<file path="src/rtl/ps2_pkg.sv">
// Shared PS/2 definitions: host transmit state encoding plus common command
// and reply byte values used by the transmit and receive paths.
package ps2_pkg;

  typedef enum logic [2:0] {
    ST_IDLE,
    ST_INHIBIT,
    ST_RTS,
    ST_SEND,
    ST_ACK,
    ST_WAIT_IDLE,
    ST_DONE
  } ps2_tx_state_t;

  localparam logic [7:0] PS2_CMD_RESET    = 8'hFF;
  localparam logic [7:0] PS2_CMD_SET_LEDS = 8'hED;
  localparam logic [7:0] PS2_RSP_ACK      = 8'hFA;
  localparam logic [7:0] PS2_RSP_BAT_OK   = 8'hAA;

endpackage

</file>
<file path="src/rtl/ps2_line_sync.sv">
// Two-flop synchronizer for the PS/2 clock and data pins, plus a falling-edge
// strobe on the synchronized clock. Lines reset to their idle (high) level.
module ps2_line_sync (
  input  logic clk_i,
  input  logic rst_ni,
  input  logic ps2_clk_i,
  input  logic ps2_dat_i,
  output logic clk_s_o,
  output logic dat_s_o,
  output logic fall_o
);

  logic [1:0] clk_sync_q;
  logic [1:0] dat_sync_q;
  logic       clk_prev_q;

  always_ff @(posedge clk_i or negedge rst_ni) begin
    if (!rst_ni) begin
      clk_sync_q <= 2'b11;
      dat_sync_q <= 2'b11;
      clk_prev_q <= 1'b1;
    end else begin
      clk_sync_q <= {clk_sync_q[0], ps2_clk_i};
      dat_sync_q <= {dat_sync_q[0], ps2_dat_i};
      clk_prev_q <= clk_sync_q[1];
    end
  end

  assign clk_s_o = clk_sync_q[1];
  assign dat_s_o = dat_sync_q[1];
  assign fall_o  = clk_prev_q & ~clk_sync_q[1];

endmodule

</file>
<file path="src/rtl/ps2_host_tx.sv">
// PS/2 host-to-device command transmitter with open-drain pull-low enables.
// Define PS2_TX_TIMEOUT_EN to build in the request-to-send -> done watchdog.
module ps2_host_tx
  import ps2_pkg::*;
#(
  parameter int unsigned CLK_FREQ_HZ = 50_000_000,
  parameter int unsigned INHIBIT_US  = 120,
  parameter int unsigned TIMEOUT_MS  = 15
) (
  input  logic       CLOCK_50,
  input  logic       reset,
  input  logic [7:0] tx_data,
  input  logic       tx_valid,
  output logic       tx_ready,
  output logic       busy,
  output logic       done,
  output logic       err,
  input  logic       PS2_CLK,
  input  logic       PS2_DAT,
  output logic       ps2_clk_oe,
  output logic       ps2_dat_oe
);

  localparam int unsigned INHIBIT_CYCLES = CLK_FREQ_HZ / 1_000_000 * INHIBIT_US;
  localparam int          INH_W          = $clog2(INHIBIT_CYCLES);

  if (TIMEOUT_MS == 0 || INHIBIT_US < 100) begin : g_param_check
    $error("ps2_host_tx: INHIBIT_US must be >= 100 and TIMEOUT_MS nonzero");
  end

  ps2_tx_state_t state_q, state_d;
  logic [INH_W-1:0] inh_q, inh_d;
  logic [3:0]       bit_q, bit_d;
  logic             nack_q, nack_d;
  logic             clk_oe_q, clk_oe_d;
  logic             dat_oe_q, dat_oe_d;
  logic [9:0]       frame_q;
  logic             load, shift;
  logic             clk_s, dat_s, fall;

  ps2_line_sync u_sync (
    .clk_i    (CLOCK_50),
    .rst_ni   (reset),
    .ps2_clk_i(PS2_CLK),
    .ps2_dat_i(PS2_DAT),
    .clk_s_o  (clk_s),
    .dat_s_o  (dat_s),
    .fall_o   (fall)
  );

`ifdef PS2_TX_TIMEOUT_EN
  localparam int unsigned TIMEOUT_CYCLES = CLK_FREQ_HZ / 1000 * TIMEOUT_MS;
  localparam int          TO_W           = $clog2(TIMEOUT_CYCLES + 1);
  logic [TO_W-1:0] to_q, to_d;
`endif

  always_comb begin
    state_d  = state_q;
    inh_d    = inh_q;
    bit_d    = bit_q;
    nack_d   = nack_q;
    clk_oe_d = 1'b0;
    dat_oe_d = 1'b0;
    load     = 1'b0;
    shift    = 1'b0;
    case (state_q)
      ST_IDLE: begin
        if (tx_valid) begin
          state_d  = ST_INHIBIT;
          clk_oe_d = 1'b1;
          inh_d    = '0;
          nack_d   = 1'b0;
          load     = 1'b1;
        end
      end
      ST_INHIBIT: begin
        clk_oe_d = 1'b1;
        if (inh_q == INH_W'(INHIBIT_CYCLES - 1)) begin
          state_d  = ST_RTS;
          dat_oe_d = 1'b1;
        end else begin
          inh_d = inh_q + 1'b1;
        end
      end
      ST_RTS: begin
        // Start bit stays on the data line while the device takes over the clock.
        state_d  = ST_SEND;
        dat_oe_d = 1'b1;
        bit_d    = '0;
      end
      ST_SEND: begin
        dat_oe_d = dat_oe_q;
        if (fall) begin
          dat_oe_d = ~frame_q[0];
          shift    = 1'b1;
          if (bit_q == 4'd9) state_d = ST_ACK;
          else               bit_d   = bit_q + 1'b1;
        end
      end
      ST_ACK: begin
        if (fall) begin
          nack_d  = dat_s;
          state_d = ST_WAIT_IDLE;
        end
      end
      ST_WAIT_IDLE: begin
        if (clk_s && dat_s) state_d = ST_DONE;
      end
      ST_DONE: state_d = ST_IDLE;
      default: state_d = ST_IDLE;
    endcase

`ifdef PS2_TX_TIMEOUT_EN
    // Counts cycles since RTS; a value of N means N cycles have elapsed.
    to_d = '0;
    if (state_q == ST_RTS) begin
      to_d = TO_W'(1);
    end else if (state_q == ST_SEND || state_q == ST_ACK || state_q == ST_WAIT_IDLE) begin
      if (to_q == TO_W'(TIMEOUT_CYCLES - 1)) begin
        state_d  = ST_DONE;
        nack_d   = 1'b1;
        clk_oe_d = 1'b0;
        dat_oe_d = 1'b0;
        shift    = 1'b0;
      end else begin
        to_d = to_q + 1'b1;
      end
    end
`endif
  end

  always_ff @(posedge CLOCK_50 or negedge reset) begin
    if (!reset) begin
      state_q  <= ST_IDLE;
      inh_q    <= '0;
      bit_q    <= '0;
      nack_q   <= 1'b0;
      clk_oe_q <= 1'b0;
      dat_oe_q <= 1'b0;
`ifdef PS2_TX_TIMEOUT_EN
      to_q     <= '0;
`endif
    end else begin
      state_q  <= state_d;
      inh_q    <= inh_d;
      bit_q    <= bit_d;
      nack_q   <= nack_d;
      clk_oe_q <= clk_oe_d;
      dat_oe_q <= dat_oe_d;
`ifdef PS2_TX_TIMEOUT_EN
      to_q     <= to_d;
`endif
    end
  end

  // Frame is {stop, odd parity, data}, shifted out LSB first.
  always_ff @(posedge CLOCK_50) begin
    if (load)       frame_q <= {1'b1, ~^tx_data, tx_data};
    else if (shift) frame_q <= {1'b0, frame_q[9:1]};
  end

  assign ps2_clk_oe = clk_oe_q;
  assign ps2_dat_oe = dat_oe_q;
  assign tx_ready   = (state_q == ST_IDLE);
  assign busy       = (state_q != ST_IDLE);
  assign done       = (state_q == ST_DONE);
  assign err        = done & nack_q;

endmodule

</file>
<file path="config.mk">
export PLATFORM = sky130hd
export DESIGN_NAME = ps2_host_tx
export DESIGN_NICKNAME = d
export VERILOG_FILES = /design/src/rtl/ps2_pkg.sv /design/src/rtl/ps2_line_sync.sv /design/src/rtl/ps2_host_tx.sv
export SDC_FILE = /design/constraint.sdc
export NUM_CORES = 1
export LEC_CHECK = 0
export ABC_AREA = 1
export BUFFER_PORTS_ARGS = -buffer_cell sky130_fd_sc_hd__buf_2
export CAP_MARGIN = 20
export CORE_MARGIN = 5
export CORE_UTILIZATION = 45
export CTS_BUF_LIST = sky130_fd_sc_hd__clkbuf_8
export DETAILED_ROUTE_END_ITERATION = 7
export MAX_ROUTING_LAYER = met4
export PLACE_DENSITY = 0.65
export SLEW_MARGIN = 20
export SYNTH_ARGS = -nofsm -noshare
export SYNTH_HDL_FRONTEND = slang
export SYNTH_HIERARCHICAL = 1
export SYNTH_SLANG_ARGS = --single-unit
</file>
<file path="constraint.sdc">
create_clock -name CLOCK_50 -period 1.75 [get_ports CLOCK_50]
set_clock_uncertainty 0.1 [all_clocks]
set_input_delay 0.2625 -clock CLOCK_50 [delete_from_list [all_inputs] [get_ports CLOCK_50]]
set_output_delay 0.2625 -clock CLOCK_50 [all_outputs]
set_load 0.05 [all_outputs]
</file>
==> metrics.cfg <==
[status]
status=finished clean

[sta]
fin_crit_sh=0.960
clock.fmax_mhz=595
worst_pin_slew_ps=631
setup_viol=0
slew_headroom=0.580
setup_slack_ps=69.3
slew_violations=0
final_hold_viol_count=0
post-route-min-period_ps=1680
finalSetupTns_ps=0
fin_hold_ws_ps=178

[cells_and_area]
fin_cells=374
multi_input_area_sq_um=1090
ff_latch_area_sq_um=997
final_area_sq_um=2540
nNetsFinal=322
area_delta_synth_final_pct=14.8
drive_gt1_frac=0.225
diodes=0
utilization=0.534
nFillCells=457

[route]
via_per_inst=4.79
drc=0
dr.pass1.iters=4
drtAntennaViolNets=0
vias=1791
wire_per_inst_microns=11.1
drt-initial-drc-count=53
drt_wl_total_mm=4.16

[clocking]
cts_root_buffer=clkbuf_8
cts-buffers-inserted=5
clk_pin_slew_ps=80
insertion_delay_ps=290
cts_sinks=38
cts_buffer_depth=2
htreeDepth=2
cts_tree=built

[power]
power.leakage_nw=1.24
fin_total_pwr_mw=3.45
comb_power_share=0.454
seqPwrFrac=0.380
clkPwrFrac=0.166
p_switching_mw=1.52
powerDensity_nw_per_um2=1360
internal-power_mw=1.93
switching_share=0.441
peakVddDrop_mv=0.622

[critical_path]
cp-end-kind=primary output
cp-start-kind=flip-flop
critPathMaxFanout=6
cp.required_ps=1390
rr_worst_depth=8
worstSetupPathType=reg -> out
cp_data_arrival_time_ps=1320

[die]
die_w_microns=80.1
ios=19
die_y_microns=80.1
core_region_area_sq_um=4750
start_util=0.465
die_area_sq_um=6420
placementRows=25

[placed_design]
dp_hpwl_mm=3.13
dp_slack_ps=99.5
postPlaceCellArea_sq_um=2410
place_congestion=0.859
portBuffers=18
placed_cells=361

[logic_synthesis]
synth_ff_type=dfrtp_1
synthTopCellsByArea=dfrtp_1, nand2_1, edfxtp_1
synth_common_cells=nand2_1, nand3_1, dfrtp_1, inv_1, nor2_1
syn_area_per_cell_sq_um=8.04
syn_nets=291
yosysTopAreaCell=dfrtp_1
synthCells=275
synth_cell_types=34
yosys.area.top_type_share=0.260
synth_enable_flop_cells=9
yosysWarnings=6
ys_seq_area_frac=0.451
synth_area_sq_um=2210
synth_most_common_cell=nand2_1
ys_seq_elements=38
async_flop_share=0.737

[global_route]
grt_pass1_vias=1759
grt_max_degree=29
overflow=0
grt_pass1_wl_mm=7.49
grt_usage=0.152
antenna_found_initial=0

[job]
max_cap_viol_count=0

[worst_hold_path]
hold_path.class=in -> reg
hold-path-cell-count=3

[area by class of cell]
type | instances | share of cell area
Multi-Input combinational cell | 205 | 0.428
Sequential cell | 38 | 0.393
Timing Repair Buffer | 29 | 0.0719
Inverter | 27 | 0.0429
Tap cell | 67 | 0.0330
Clock buffer | 5 | 0.0271
Clock inverter | 3 | 0.00443
[state kept, by name (all words and copies together) (netlist names), 2 cells and up]
| signal | cells |
|---|---|
| inh_q | 13 |
| frame_q | 10 |
| bit_q | 4 |
| state_q | 3 |
| u_sync/clk_sync_q | 2 |
| u_sync/dat_sync_q | 2 |
[what timing repair did]
action                     4_1_cts  5_1_grt
pin swaps                        0        3
hold buffers                     3        0
cloned                           0        0
hold endpoints to repair        25        0
setup buffers                    0        2
setup endpoints to repair        1        6
gates resized for setup          1        0
[power groups by stage]
stage               logic (mW)  clock network, mW  registers (mW)
floorplan                 1.24                  0            1.36
global placement          1.55                  0            1.33
detailed placement        1.56                  0            1.33
CTS                       1.57              0.583            1.31
global route              1.78              0.628            1.34
finish                    1.57              0.572            1.31
[path summary, 6_finish.rpt]
| path | from | endpoint | slack, ps |
|---|---|---|---|
| setup / recovery | state_q[1]$_DFFE_PN0P_ | err | 70 |
| hold / removal | tx_valid | ps2_clk_oe$_DFF_PN0_ | 180 |
| setup reg to reg | inh_q[1]$_DFFE_PN0P_ | inh_q[9]$_DFFE_PN0P_ | 110 |
| hold reg to reg | u_sync/clk_sync_q[0]$_DFF_PN1_ | u_sync/clk_sync_q[1]$_DFF_PN1_ | 260 |
| max in group asynchronous | reset | inh_q[6]$_DFFE_PN0P_ | 710 |
| min in group asynchronous | reset | bit_q[0]$_DFFE_PN0P_ | 420 |
[per-layer routing]
layer | up-vias | part of all wire | track usage
li1 | 932 | - | -
met1 | 824 | 0.49 | 0.192
met2 | 29 | 0.46 | 0.242
met3 | 6 | 0.037 | 0.0336
met4 | 0 | 0.014 | 0.0507
met5 | - | 0 | -
[layout by cell type (no fill, tap or decap), drive strengths merged, types with 3 or more instances in the layout]
cell / n
nand4: 3
ha: 3
nor2: 23
dfstp: 5
buf: 26
nand2: 108
edfxtp: 9
xnor2: 5
clkbuf: 5
dlygate4sd3: 3
o21ai: 17
xor2: 8
nand3: 28
dfrtp: 23
inv: 28
[cell families (layout without fill, tap and decap cells)]
logic type               count (synthesis)  after routing  synth area share
AO/OA/AOI/OAI                           20             20            0.0611
XOR/XNOR                                13             13            0.0515
adder cells (fa/ha/maj)                  3              3            0.0170
buffers and inverters                   32             64            0.0684
flip-flops                              38             38             0.451
multiplexers                             1              1           0.00453
AND/OR/NAND/NOR                        168            168             0.347
[worst max-delay path, stage by stage (launching register included)]
cell and delay, ps:
dfrtp_1 460, inv_2 110, nor4_2 220, buf_4 240
Power figures use the tool's default switching activity.
